[src/rtl/sc_points_scheduler.sv]
// Game-flow controller for the points counter.
// Sequences IDLE / PLAY / CRASH / LEVELUP / LOSE / WIN from road ticks,
// crash events and the start button. It produces the level-progress,
// current-level, player-lose and up-count strobes that the counter consumes.
// All outputs come straight from flops; State_Out exposes the FSM state.
//
// Handshake/strobe semantics: road_tick_in is a one-cycle high pulse and is
// counted once per cycle it is high. upCount_outLow is a one-cycle low pulse
// meaning "award exactly one point", with no back-pressure from the counter.
module sc_points_scheduler #(
    parameter int POINT_DIV      = 4,
    parameter int PROGRESS_MAX   = 31,
    parameter int LEVEL_MAX      = 5,
    parameter int LIVES_INIT     = 3,
    parameter int CRASH_CYCLES   = 16,
    parameter int LEVELUP_CYCLES = 8
) (
    input  logic       SC_POINTSCOUNTER_CLOCK_50,
    input  logic       SC_POINTSCOUNTER_RESET_InHigh,
    input  logic       start_inLow,
    input  logic       crash_inLow,
    input  logic       road_tick_in,
    output logic [4:0] LevelProgress_Out,
    output logic [2:0] CurrentLvl_Out,
    output logic       PlayerLose_outLow,
    output logic       upCount_outLow,
    output logic [2:0] Lives_Out,
    output logic [2:0] State_Out
);

    typedef enum logic [2:0] {
        ST_IDLE    = 3'd0,
        ST_PLAY    = 3'd1,
        ST_CRASH   = 3'd2,
        ST_LEVELUP = 3'd3,
        ST_LOSE    = 3'd4,
        ST_WIN     = 3'd5
    } state_t;

    localparam logic [4:0] PROG_LAST  = 5'(PROGRESS_MAX);
    // Points only start accruing once progress has reached this value.
    localparam logic [4:0] PROG_SCORE = 5'd8;
    localparam logic [3:0] DIV_LAST   = 4'(POINT_DIV - 1);
    localparam logic [2:0] LVL_LAST   = 3'(LEVEL_MAX);
    localparam logic [2:0] LIVES_LOAD = 3'(LIVES_INIT);
    localparam logic [7:0] CRASH_LOAD = 8'(CRASH_CYCLES);
    localparam logic [7:0] LVLUP_LOAD = 8'(LEVELUP_CYCLES);

    state_t     state_q,      state_d;
    logic [4:0] progress_q,   progress_d;
    logic [2:0] level_q,      level_d;
    logic [2:0] lives_q,      lives_d;
    logic [3:0] div_q,        div_d;
    logic [7:0] delay_q,      delay_d;
    logic       upcount_q,    upcount_d;
    logic       lose_q,       lose_d;
    logic       start_prev_q, start_prev_d;

    logic start_evt;

    // Next-state and next-output computation for the whole game flow.
    always_comb begin
        state_d      = state_q;
        progress_d   = progress_q;
        level_d      = level_q;
        lives_d      = lives_q;
        div_d        = div_q;
        delay_d      = delay_q;
        upcount_d    = 1'b1;
        start_prev_d = start_inLow;

        // A press is the 1->0 transition, so holding the button fires once.
        start_evt = start_prev_q & ~start_inLow;

        case (state_q)
            ST_IDLE: begin
                if (start_evt) begin
                    state_d    = ST_PLAY;
                    level_d    = 3'd1;
                    lives_d    = LIVES_LOAD;
                    progress_d = 5'd0;
                    div_d      = 4'd0;
                end
            end

            ST_PLAY: begin
                // Crash wins over a tick arriving in the same cycle.
                if (!crash_inLow) begin
                    if (lives_q > 3'd1) begin
                        lives_d = lives_q - 3'd1;
                        delay_d = CRASH_LOAD;
                        state_d = ST_CRASH;
                    end else begin
                        lives_d = 3'd0;
                        state_d = ST_LOSE;
                    end
                end else if (road_tick_in) begin
                    if (progress_q != PROG_LAST) begin
                        progress_d = progress_q + 5'd1;
                    end
                    // The divider runs on the pre-increment progress value.
                    if (progress_q >= PROG_SCORE) begin
                        if (div_q == DIV_LAST) begin
                            div_d     = 4'd0;
                            upcount_d = 1'b0;
                        end else begin
                            div_d = div_q + 4'd1;
                        end
                    end
                    if (progress_d == PROG_LAST) begin
                        delay_d = LVLUP_LOAD;
                        state_d = ST_LEVELUP;
                    end
                end
            end

            ST_CRASH: begin
                delay_d = delay_q - 8'd1;
                if (delay_q == 8'd1) begin
                    state_d = ST_PLAY;
                end
            end

            ST_LEVELUP: begin
                progress_d = PROG_LAST;
                delay_d    = delay_q - 8'd1;
                if (delay_q == 8'd1) begin
                    if (level_q == LVL_LAST) begin
                        state_d = ST_WIN;
                    end else begin
                        level_d    = level_q + 3'd1;
                        progress_d = 5'd0;
                        div_d      = 4'd0;
                        state_d    = ST_PLAY;
                    end
                end
            end

            ST_LOSE, ST_WIN: begin
                if (start_evt) begin
                    state_d = ST_IDLE;
                end
            end

            default: begin
                state_d = ST_IDLE;
            end
        endcase

        // Registered so the lose flag lines up with State_Out showing LOSE.
        lose_d = (state_d != ST_LOSE);
    end

    // State and output registers with asynchronous active-high reset.
    always_ff @(posedge SC_POINTSCOUNTER_CLOCK_50 or posedge SC_POINTSCOUNTER_RESET_InHigh) begin
        if (SC_POINTSCOUNTER_RESET_InHigh) begin
            state_q      <= ST_IDLE;
            progress_q   <= 5'd0;
            level_q      <= 3'd0;
            lives_q      <= 3'd0;
            div_q        <= 4'd0;
            delay_q      <= 8'd0;
            upcount_q    <= 1'b1;
            lose_q       <= 1'b1;
            start_prev_q <= 1'b1;
        end else begin
            state_q      <= state_d;
            progress_q   <= progress_d;
            level_q      <= level_d;
            lives_q      <= lives_d;
            div_q        <= div_d;
            delay_q      <= delay_d;
            upcount_q    <= upcount_d;
            lose_q       <= lose_d;
            start_prev_q <= start_prev_d;
        end
    end

    assign LevelProgress_Out = progress_q;
    assign CurrentLvl_Out    = level_q;
    assign Lives_Out         = lives_q;
    assign upCount_outLow    = upcount_q;
    assign PlayerLose_outLow = lose_q;
    assign State_Out         = state_q;

endmodule

[config.mk]
export PLATFORM = sky130hd
export DESIGN_NAME = sc_points_scheduler
export DESIGN_NICKNAME = d
export VERILOG_FILES = /design/src/rtl/sc_points_scheduler.sv
export SDC_FILE = /design/constraint.sdc
export NUM_CORES = 1
export LEC_CHECK = 0
export BUFFER_PORTS_ARGS = -buffer_cell sky130_fd_sc_hd__buf_4
export CORE_MARGIN = 5
export CORE_UTILIZATION = 28
export CTS_BUF_LIST = sky130_fd_sc_hd__clkbuf_8
export CTS_CLUSTER_SIZE = 30
export DETAILED_ROUTE_END_ITERATION = 10
export HOLD_SLACK_MARGIN = 0.06
export SETUP_SLACK_MARGIN = 0.1
export SLEW_MARGIN = 20
export SYNTH_ARGS = -nofsm -noshare
export SYNTH_HDL_FRONTEND = slang
export SYNTH_SLANG_ARGS = --single-unit
export TNS_END_PERCENT = 20
[constraint.sdc]
create_clock -name SC_POINTSCOUNTER_CLOCK_50 -period 3.1 [get_ports SC_POINTSCOUNTER_CLOCK_50]
set_input_delay 0.31 -clock SC_POINTSCOUNTER_CLOCK_50 [delete_from_list [all_inputs] [get_ports SC_POINTSCOUNTER_CLOCK_50]]
set_output_delay 0.31 -clock SC_POINTSCOUNTER_CLOCK_50 [all_outputs]
set_load 0.005 [all_outputs]
Word level (Yosys, flattened, before mapping)
Index checks and enable logic that the tools add are counted.

storage, ports and cells
  register bits = 29
  bits in latches = 0
  memory bits (writable) = 0
  memory bits (read-only) = 0
  input port bits = 5
  output and inout bits = 16
  memories = 0

operators by class
  add/subtract/negate cells = 5
  multipliers = 0
  divide/modulo/power cells = 0
  $lt $le $gt $ge = 2
  equality and inequality tests = 21
  shift operators = 0
  multiplexer cells = 46
  bitwise logic cells = 2
  reductions and logical operators = 12

operators by type and width
  operator             count
  $mux 3               15
  $mux 5               9
  $mux 8               4
  $mux 4               7
  $pmux 8 s2           1
  $pmux 3 s5           1
  $pmux 5 s3           1
  $ne 2x2->1 const B   7
  $ne 3x3->1 const B   4
  $pmux 3 s2           2
  $pmux 4 s3           1
  $reduce_and 4->1     3
  $eq 3x3->1 const B   3
  $eq 8x1->1 const B   1
  $sub 8x1->8 const B  1
  $reduce_and 7->1     1
  $eq 3x2->1 const B   2
  $reduce_bool 2->1    3
  $add 5x1->5 const B  1
  $eq 5x5->1 const B   1
  $ge 5x4->1 const B   1
  $mux 1               5
  $ne 5x5->1 const B   1
  $add 4x1->4 const B  1
  other kinds (11)     12

Longest topological paths before layout
Gate-level depths: netlist of the first run.

  depth after elaboration = 11
  depth in mapped cells = 6
  gate-level depth less buffers = 6

Worst setup path after synthesis of the first run
No wires, ideal clock.

  kind = reg-to-reg
  start point = register delay_q[1]
  end point = register div_q[3]
  setup time = 0.126 ns
  data arrival time = 2.061 ns
  path slack = 0.913 ns
  stages on the path, launching flop included = 7
  period minus slack after synthesis = 2.187 ns
  cell sequence = dfrtp_1 > inv_1 > ha_1 > or4b_2 > o31ai_1 > nand2_1 > a221o_1

on the way
  cells in the longest elaborated chain, start to end = 3

RTL lines
  item                        RTL line  source
  start: declaration          54        logic [7:0] delay_q, delay_d;
  start signal: assignment    172       delay_q <= delay_d;
  $eq 8x1->1                  127       if (delay_q == 8'd1) begin
  $ne 2x2->1 (no line)        -
  $reduce_and 7->1 (no line)  -
  end signal: assignment      171       div_q <= div_d;
  end: declaration            53        logic [3:0] div_q, div_d;

No other way between the ends.
A chain may end at the register's enable or synchronous reset.

Worst setup path after layout of the first run
Same ends and word-level chain as after synthesis.

==> results of run 1 <==
-- worst max-delay path: stages, from the launching register on --
cell and delay, ns:
dfrtp_1 0.39, inv_1 0.10, ha_1 0.17, or4b_2 0.62
o31ai_1 0.53, nand2_1 0.23, a221o_1 0.38
-- kinds of logic after synthesis --
logic type / share of synthesized area [%]
multiplexers: 2.63
AND/OR/NAND/NOR: 20.9
buffers and inverters: 4.85
AO/OA/AOI/OAI: 25.9
XOR/XNOR: 0.485
adder cells (fa/ha/maj): 4.85
flip-flops: 40.4
-- cell usage after synthesis (all sizes together) (4+ instances only) --
cell | number | area, um^2
a21oi | 8 | 40.0
a31oi | 13 | 81.3
clkbuf | 8 | 30.0
dfrtp | 26 | 651
ha | 7 | 87.6
inv | 13 | 48.8
nand2 | 13 | 48.8
nand2b | 4 | 25.0
nand3 | 4 | 20.0
nand4 | 6 | 37.5
nor2 | 11 | 41.3
nor2b | 5 | 31.3
nor3 | 8 | 40.0
o21ai | 10 | 50.1
o22ai | 4 | 25.0
o31ai | 5 | 37.5
-- state kept, by name, summed over array words and instances (netlist names) --
| register | count |
|---|---|
| CurrentLvl_Out | 3 |
| LevelProgress_Out | 5 |
| delay_q | 8 |
| div_q | 4 |
| PlayerLose_outLow | 1 |
| start_prev_q | 1 |
| State_Out | 3 |
| upCount_outLow | 1 |
| Lives_Out | 3 |
-- stage by stage --
stage	area, um^2	hold slack [ns]	power, mW	worst slack, ns
after CTS	2130	0.153	1.90	0.590
after detailed placement	2040	0.446	1.58	0.592
after floorplan	1810	0.314	1.30	0.913
after global routing	2130	0.149	2.07	0.436
final	2130	0.101	1.88	0.561
after global placement	2040	0.446	1.57	0.666
-- power by group through the flow --
stage	combinational (mW)	clock, mW	sequential (mW)
after detailed placement	0.895	0	0.684
after floorplan	0.687	0	0.612
final	0.889	0.315	0.681
after global routing	1.01	0.343	0.712
after global placement	0.887	0	0.683
after CTS	0.897	0.327	0.679
-- final cells by class --
| cell class | instances | share of cell area, % |
|---|---|---|
| Multi-Input combinational cell | 146 | 46.3 |
| Sequential cell | 29 | 34.2 |
| Timing Repair Buffer | 24 | 8.45 |
| Tap cell | 77 | 4.52 |
| Clock buffer | 6 | 3.87 |
| Inverter | 13 | 2.29 |
| Clock inverter | 2 | 0.352 |
-- worst min path at each step --
| stage | startpoint | endpoint | slack (ns) |
|---|---|---|---|
| after global placement | start_inLow | start_prev_q$_DFF_PP1_ | 0.45 |
| after detailed placement | start_inLow | start_prev_q$_DFF_PP1_ | 0.45 |
| after floorplan | start_inLow | start_prev_q$_DFF_PP1_ | 0.31 |
| after CTS | start_inLow | start_prev_q$_DFF_PP1_ | 0.15 |
| final | SC_POINTSCOUNTER_RESET_InHigh | LevelProgress_Out[3]$_DFFE_PP0P_ | 0.10 |
| after global routing | start_inLow | start_prev_q$_DFF_PP1_ | 0.15 |
-- metal layers --
layer	vias to the layer above	track usage, %
li1	794	-
met2	26	15.9
met5	-	0
met3	5	3.67
met4	0	3.60
met1	761	15.0
==> impl_metrics.json, run 1 <==
{
  "arrival_ns": 2.70,
  "p_switching_mw": 0.801,
  "crit_path_start_kind": "register",
  "final_util_pct": 33.8,
  "worst_pin_slew_ns": 0.696,
  "clk_latency_ns": 0.28,
  "layoutNonFillerInstCount": 297,
  "power.internal_mw": 1.08,
  "grt_start_max_net_pins": 29,
  "hpwl_um": 3090,
  "cp_max_fo": 4,
  "wl_met1_um": 2090,
  "vias": 1586,
  "core_area_um2": 6310,
  "synth_cell_type_count": 50,
  "io_buffers": 20,
  "ioPinCount": 21,
  "die_w_um": 90.3,
  "area_growth_pct": 18.2,
  "drtPass1Iterations": 4,
  "drive_above_1_share_pct": 19.5,
  "cts_tree": "yes",
  "seq_area_frac_synth_pct": 40.4,
  "drt_iter0_drc": 91,
  "syn_inst": 198,
  "r2r_start": "delay_q[1]$_DFFE_PP0P_",
  "drc": 0,
  "synthFlopType": "dfrtp_1",
  "synth_area_um2": 1810,
  "gr-total-overflow": 0,
  "start_util_pct": 28.6,
  "cts_hold_buf": 0,
  "grt_pass1_wl_um": 7380,
  "r2r_slack_ns": 0.56,
  "wl_met2_um": 1890,
  "final_cell_mix": "dfrtp_1 (26), buf_4 (24), inv_1 (14)",
  "synthArstFlopShare_pct": 100,
  "relSlewSlack_pct": 53.5,
  "seq_area_um2": 729,
  "hold_class": "primary input to async pin",
  "final-hold-violation-count": 0,
  "cts_max_level": 2,
  "wl_met3_um": 196,
  "cts_buffer_depth": 2,
  "final_common_cell": "dfrtp_1",
  "syn_nets": 210,
  "ant_nets": 0,
  "p_clk_share_pct": 16.7,
  "clock-sinks": 29,
  "fin_skew_ns": 0.00776,
  "timing.fmax_mhz": 394,
  "grt_pass1_vias": 1533,
  "yosys_warnings": 0,
  "multi_input_area_um2": 988,
  "fin_setup_tns_ns": 0,
  "synth_edf_count": 0,
  "leakagePower_nw": 0.939,
  "status": "complete, no violations",
  "die-area_um2": 8150,
  "rsz0062_at_grt": "no",
  "final.min_clock_period_ns": 2.54,
  "power_frac_seq_pct": 36.1,
  "nets": 231,
  "r2r_end": "div_q[3]$_DFFE_PP0P_",
  "critPathCapture": "div_q[3]$_DFFE_PP0P_",
  "numCtsBuffers": 5,
  "vias_per_cell": 5.34,
  "gp_congestion": 0.816,
  "antenna_found_initial": 0,
  "syn_area_per_cell_um2": 9.12,
  "setup_violations": 0,
  "die_h_um": 90.3,
  "top_layer": "met4",
  "slew_viol_final": 0,
  "powerDensity_nw_per_um2": 883,
  "post_cts_buffers": 0,
  "path_class": "register to register",
  "end_kind": "register",
  "cts_resized": 0,
  "dp.cells": 289,
  "wl_um": 4220,
  "row_count": 29,
  "maxCapViolations": 0,
  "nFillCells": 677,
  "switching_share_pct": 42.5,
  "num_antenna_cells": 0,
  "r2r_cells": 6,
  "clk_pin_slew_ns": 0.07,
  "p_comb_share_pct": 47.2,
  "crit_path_start": "delay_q[1]$_DFFE_PP0P_",
  "ir_worst_vdd_mv": 0.363,
  "track_usage_pct": 10.9,
  "cts-root-buf": "clkbuf_8",
  "wl_per_cell_um": 14.2,
  "fin_crit_sh_pct": 81.9,
  "cp.required_ns": 3.26,
  "ys_seq_elements": 29
}
No activity file was read; power rests on OpenSTA's default activity.
==> inputs of run 2 (changes only) <==
clock period = 2.5 ns   (was 3.1 ns; I/O delays follow)
==> run 2 against run 1 <==
  * Sequential power grew 20%
  * Clock power rose by 21%
  * Clock-buffer cell count down 1
  * Wire length up 2.7%
  * Maximum frequency up 12%
  * Worst setup slack got worse by 0.33 ns
  * Sequential cell count is the same
  * Highest routed layer unchanged
  * Die area did not move
  * Critical endpoint unchanged
  * Hold slack got worse by 0.0040 ns
  * First-iteration DRC count fell by 30%
==> impl_metrics.json, run 2 (synthesis gave the netlist of run 1 again) <==
{
  "status": "complete, no violations",
  "cts_tree": "yes",
  "start_util_pct": 28.6,
  "wl_um": 4330,
  "cts-root-buf": "clkbuf_8",
  "gr-total-overflow": 0,
  "hold_ws_ns": 0.0973,
  "maxCapViolations": 0,
  "r2r_cells": 7,
  "r2r_start": "delay_q[1]$_DFFE_PP0P_",
  "nFillCells": 658,
  "arrival_ns": 2.43,
  "cp.required_ns": 2.66,
  "crit_path_start_kind": "register",
  "fin_crit_sh_pct": 90.7,
  "vias_per_cell": 5.34,
  "final-hold-violation-count": 0,
  "r2r_end": "div_q[3]$_DFFE_PP0P_",
  "timing.fmax_mhz": 441,
  "grt_pass1_wl_um": 7490,
  "ioPinCount": 21,
  "vias": 1629,
  "final_common_cell": "buf_4",
  "crit_family": "simple AND/OR/NAND/NOR gates",
  "clk_pin_slew_ns": 0.07,
  "clk_latency_ns": 0.28,
  "final_util_pct": 34.8,
  "fin_setup_tns_ns": 0,
  "r2r_slack_ns": 0.23,
  "area_growth_pct": 21.7,
  "ir_worst_vdd_mv": 0.460,
  "hold_depth": 1,
  "multi_input_area_um2": 993,
  "numCtsBuffers": 5,
  "drt_iter0_drc": 64,
  "place_area_um2": 2100,
  "seq_area_um2": 729,
  "leakagePower_nw": 0.968,
  "drtPass1Iterations": 4,
  "final.min_clock_period_ns": 2.27,
  "io_buffers": 20,
  "die_h_um": 90.3,
  "drive_above_1_share_pct": 22.8,
  "largest_reg_flops": 8,
  "final_cell_area_um2": 2200,
  "critPathBufInv": 2,
  "end_kind": "register",
  "relSlewSlack_pct": 52.8,
  "nets": 239,
  "hold_class": "primary input to register",
  "ant_nets": 0,
  "clock-sinks": 29,
  "gp_congestion": 0.772,
  "wl_per_cell_um": 14.2,
  "hpwl_um": 3130,
  "drc": 0,
  "fin_ws_ns": 0.232,
  "min_to": "start_prev_q$_DFF_PP1_",
  "grt_start_max_net_pins": 30,
  "cts_buffer_depth": 2,
  "grt_pass1_vias": 1481,
  "fin_skew_ns": 0.00644,
  "hp-start": "start_inLow",
  "rsz0062_at_grt": "no",
  "slew_viol_final": 0,
  "final_cell_mix": "buf_4 (31), dfrtp_1 (26), nand2_1 (13), a31oi_1 (13), inv_1 (13)",
  "largest_register": "delay_q",
  "dp_slack_ns": 0.171,
  "num_antenna_cells": 0,
  "cts_max_level": 2,
  "slowest_delay_ns": 0.63,
  "powerDensity_nw_per_um2": 1090,
  "setup_violations": 0,
  "crit_slowest_cell": "or4b_2",
  "path_class": "register to register",
  "die_w_um": 90.3,
  "crit_path_cell_trace": "inv_1 > ha_1 > or4b_2 > o31ai_2 > buf_4 > nand2_1 > a221o_1",
  "die-area_um2": 8150,
  "core_area_um2": 6310,
  "track_usage_pct": 11.0,
  "worst_pin_slew_ns": 0.706,
  "antenna_found_initial": 0,
  "cp_max_fo": 4,
  "row_count": 29
}
## run 2: how the worst max path moves through the flow
stage,end,cells after the start,start
after floorplan,div_q[3]$_DFFE_PP0P_,6,delay_q[1]$_DFFE_PP0P_
final,div_q[3]$_DFFE_PP0P_,7,delay_q[1]$_DFFE_PP0P_
after global routing,div_q[3]$_DFFE_PP0P_,7,delay_q[1]$_DFFE_PP0P_
after global placement,div_q[3]$_DFFE_PP0P_,7,delay_q[1]$_DFFE_PP0P_
after CTS,div_q[3]$_DFFE_PP0P_,7,delay_q[1]$_DFFE_PP0P_
after detailed placement,div_q[3]$_DFFE_PP0P_,7,delay_q[1]$_DFFE_PP0P_
## run 2: worst register-to-register path: stages, from the launching register on
cell	delay (ns)
dfrtp_1	0.39
inv_1	0.10
ha_1	0.15
or4b_2	0.63
o31ai_2	0.22
buf_4	0.17
nand2_1	0.11
a221o_1	0.39
## run 2: through the flow
stage	power, mW	cells
6_report	2.40	305
5_1_grt	2.61	305
4_1_cts	2.41	305
3_5_place_dp	2.01	296
3_3_place_gp	2.01	296
2_1_floorplan	1.61	198
## run 2: timing repair
action                                  in CTS  in global routing
endpoints found under the setup margin       0                  1
buffers inserted                             0                  0
hold buffers                                 1                  0
gates resized for setup                      0                  1
hold endpoints to repair                    15                  0
## run 2: cell type report
type	instances	area share [%]
clock buffers	5	3.13
well taps	77	4.38
flip-flops and latches	29	33.2
clock inverters	3	0.797
multi-input cells	146	45.2
repair buffers	32	11.0
inverters	13	2.22
## run 2: power breakdown
group | internal (mW) | switching, mW | leakage [nW]
clock | 0.192 | 0.190 | 0.0439
combinational | 0.566 | 0.634 | 0.567
sequential | 0.618 | 0.201 | 0.357
## run 2: metal layers
layer	global-route usage, %	wire length [um]
met1	15.4	2130
met2	15.9	1890
met3	3.17	227
met4	4.34	78
met5	0	0
==> inputs of run 3 (changes only) <==
ABC_AREA = 1   (was not set)
REMOVE_ABC_BUFFERS = 1   (was not set)
clock period = 1.9 ns   (was 2.5 ns; I/O delays follow)
==> run 3 against run 2 <==
  * Die area grew 5.7%
  * Clock power up 73%
  * Via count fell by 0.68%
  * Worst setup slack better by 0.041 ns
  * Final area is 4.4% higher
  * Clock skew increased by 0.0058 ns
  * Combinational power grew 50%
  * Utilization down 0.67 points
  * Critical path type is now primary input to register
  * Clock-buffer cell count is 1 higher
  * Largest power group unchanged
  * Synthesized area grew 6.4%
  * Cell count rose by 15%
==> impl_metrics.json, run 3 <==
{
  "final.min_clock_period_ns": 1.63,
  "r2r_slack_ns": 0.29,
  "hpwl_um": 2970,
  "ioPinCount": 21,
  "area_growth_pct": 19.4,
  "p_clk_share_pct": 18.2,
  "nFillCells": 694,
  "gp_congestion": 0.828,
  "clk_latency_ns": 0.28,
  "die_h_um": 92.8,
  "cts_tree": "yes",
  "final_common_cell": "nand2_1",
  "drive_above_1_share_pct": 26.8,
  "setup_violations": 0,
  "final_cell_mix": "nand2_1 (67), inv_1 (30), dfrtp_1 (24)",
  "die_w_um": 92.8,
  "clk_pin_slew_ns": 0.07,
  "num_antenna_cells": 0,
  "hold_class": "primary input to register",
  "dp_slack_ns": 0.235,
  "powerDensity_nw_per_um2": 1580,
  "p_total_mw": 3.63,
  "drc": 0,
  "yosysTopAreaCellShare_pct": 33.9,
  "start_util_pct": 28.6,
  "core_area_um2": 6720,
  "syn_area_per_cell_um2": 7.90,
  "clock-sinks": 29,
  "switching_share_pct": 44.4,
  "die-area_um2": 8620,
  "timing.fmax_mhz": 615,
  "track_usage_pct": 10.3,
  "slew_viol_final": 0,
  "arrival_ns": 1.80,
  "cp.required_ns": 2.07,
  "ys_seq_elements": 29,
  "p_comb_share_pct": 49.5,
  "synthArstFlopShare_pct": 100,
  "rsz0062_at_grt": "no",
  "end_kind": "register",
  "largest_reg_flops": 8,
  "drt_iter0_drc": 66,
  "synthFlopType": "dfrtp_1",
  "synthTopCellsByCount": "nand2_1 (67), inv_1 (29), dfrtp_1 (26)",
  "cts_max_level": 2,
  "yosys_warnings": 0,
  "path_class": "primary input to register",
  "synth_area_leaders": "dfrtp_1 (34%), nand2_1 (13%), inv_1 (5.7%), nand3_1 (5.2%), ha_1 (4.6%)",
  "numCtsBuffers": 5,
  "gr-total-overflow": 0,
  "ant_nets": 0,
  "worst_pin_slew_ns": 0.373,
  "leakagePower_nw": 1.14,
  "synth_top_area_cell": "dfrtp_1",
  "maxCapViolations": 0,
  "wl_um": 4040,
  "final_util_pct": 34.1,
  "wl_per_cell_um": 11.5,
  "syn_inst": 243,
  "cts_buffer_depth": 2,
  "post_cts_buffers": 0,
  "synth_edf_count": 0,
  "nets": 283,
  "fin_skew_ns": 0.0122,
  "drtPass1Iterations": 4,
  "synth.most_common_cell": "nand2_1",
  "fin_setup_tns_ns": 0,
  "cts-root-buf": "clkbuf_8",
  "p_switching_mw": 1.61,
  "grt_pass1_wl_um": 7110,
  "hold_ws_ns": 0.128,
  "seq_area_frac_synth_pct": 38.0,
  "final-hold-violation-count": 0,
  "io_buffers": 20,
  "antenna_found_initial": 0,
  "crit_path_start_kind": "primary input",
  "ir_worst_vdd_mv": 0.415,
  "vias_per_cell": 4.60,
  "cp_max_fo": 15,
  "grt_pass1_vias": 1592,
  "row_count": 30,
  "vias": 1618,
  "status": "complete, no violations",
  "synth_cell_type_count": 36,
  "synth_area_um2": 1920,
  "power.internal_mw": 2.02,
  "fin_crit_sh_pct": 85.6,
  "relSlewSlack_pct": 75.1,
  "largest_register": "delay_q",
  "fin_ws_ns": 0.273,
  "power_frac_seq_pct": 32.2,
  "grt_start_max_net_pins": 30
}
-- run 3: cell types whose count changed in the layout (fill, tap and decap cells not counted), sizes merged, moves of 4 or more --
cell,change
nand3,+18
nand2b,-4
o31ai,-4
xor2,+4
buf,-9
a31oi,-8
inv,+23
nor2,+9
o21ai,+5
nor2b,-5
nand2,+63
nor3,-4
-- run 3: metal layers --
layer / track usage (%) / routed length, um / up-vias
met1: 12.5 / 1930 / 752
met2: 16.9 / 1910 / 28
li1: - / - / 834
met5: 0 / 0 / -
met4: 3.66 / 39 / 0
met3: 3.57 / 159 / 4
-- run 3: logic make-up after synthesis --
group | count (synthesis) | share of synthesized area (%)
simple gates | 134 | 35.0
buf+inv | 40 | 9.51
compound gates | 29 | 11.1
flops | 29 | 38.0
fa+ha+maj | 7 | 4.56
xor+xnor | 4 | 1.82
-- run 3: path summary, 6_finish.rpt --
check,from,to,depth (start not counted)
setup / recovery,start_inLow,div_q[1]$_DFFE_PP0P_,10
hold / removal,road_tick_in,upCount_outLow$_DFF_PP1_,2
setup reg to reg,LevelProgress_Out[0]$_DFFE_PP0P_,delay_q[0]$_DFFE_PP0P_,12
hold reg to reg,delay_q[1]$_DFFE_PP0P_,delay_q[1]$_DFFE_PP0P_,2
max in group asynchronous,SC_POINTSCOUNTER_RESET_InHigh,PlayerLose_outLow$_DFF_PP1_,4
min in group asynchronous,SC_POINTSCOUNTER_RESET_InHigh,LevelProgress_Out[1]$_DFFE_PP0P_,4
-- run 3: through the flow --
step | instance area, um^2 | instances
global route | 2290 | 352
CTS | 2290 | 352
global placement | 2150 | 342
detailed placement | 2150 | 342
floorplan | 1890 | 240
finish | 2290 | 352
-- run 3: repair_timing --
item                       CTS  global route
hold endpoints to repair    27             0
hold buffers                 2             0
resized for setup            0             3
setup endpoints to repair    0             8
-- run 3: power groups by stage --
stage	logic (mW)	registers [mW]	clock network, mW
2_1_floorplan	1.32	1.13	0
3_3_place_gp	1.79	1.17	0
3_5_place_dp	1.82	1.17	0
4_1_cts	1.83	1.17	0.693
5_1_grt	2.10	1.21	0.717
6_report	1.80	1.17	0.662
-- run 3: worst max-delay path, cell delays in order --
cell and delay [ns]:
dlygate4sd3_1 0.53, buf_4 0.13, nor2_1 0.19, nand2_1 0.07, o21ai_0 0.07, nand2_1 0.08, inv_2 0.24, nand3_2 0.15
nand2_1 0.08, nand2_1 0.05
-- run 3: area by class of cell --
type / instances / area [um^2] / area share, %
multi-input combinational: 174 / 1010 / 44.1
clock inverter: 2 / 33.8 / 1.47
tap: 80 / 100 / 4.36
sequential: 29 / 732 / 31.9
timing repair buffer: 24 / 185 / 8.07
clock buffer: 6 / 82.6 / 3.60
inverter: 37 / 149 / 6.49
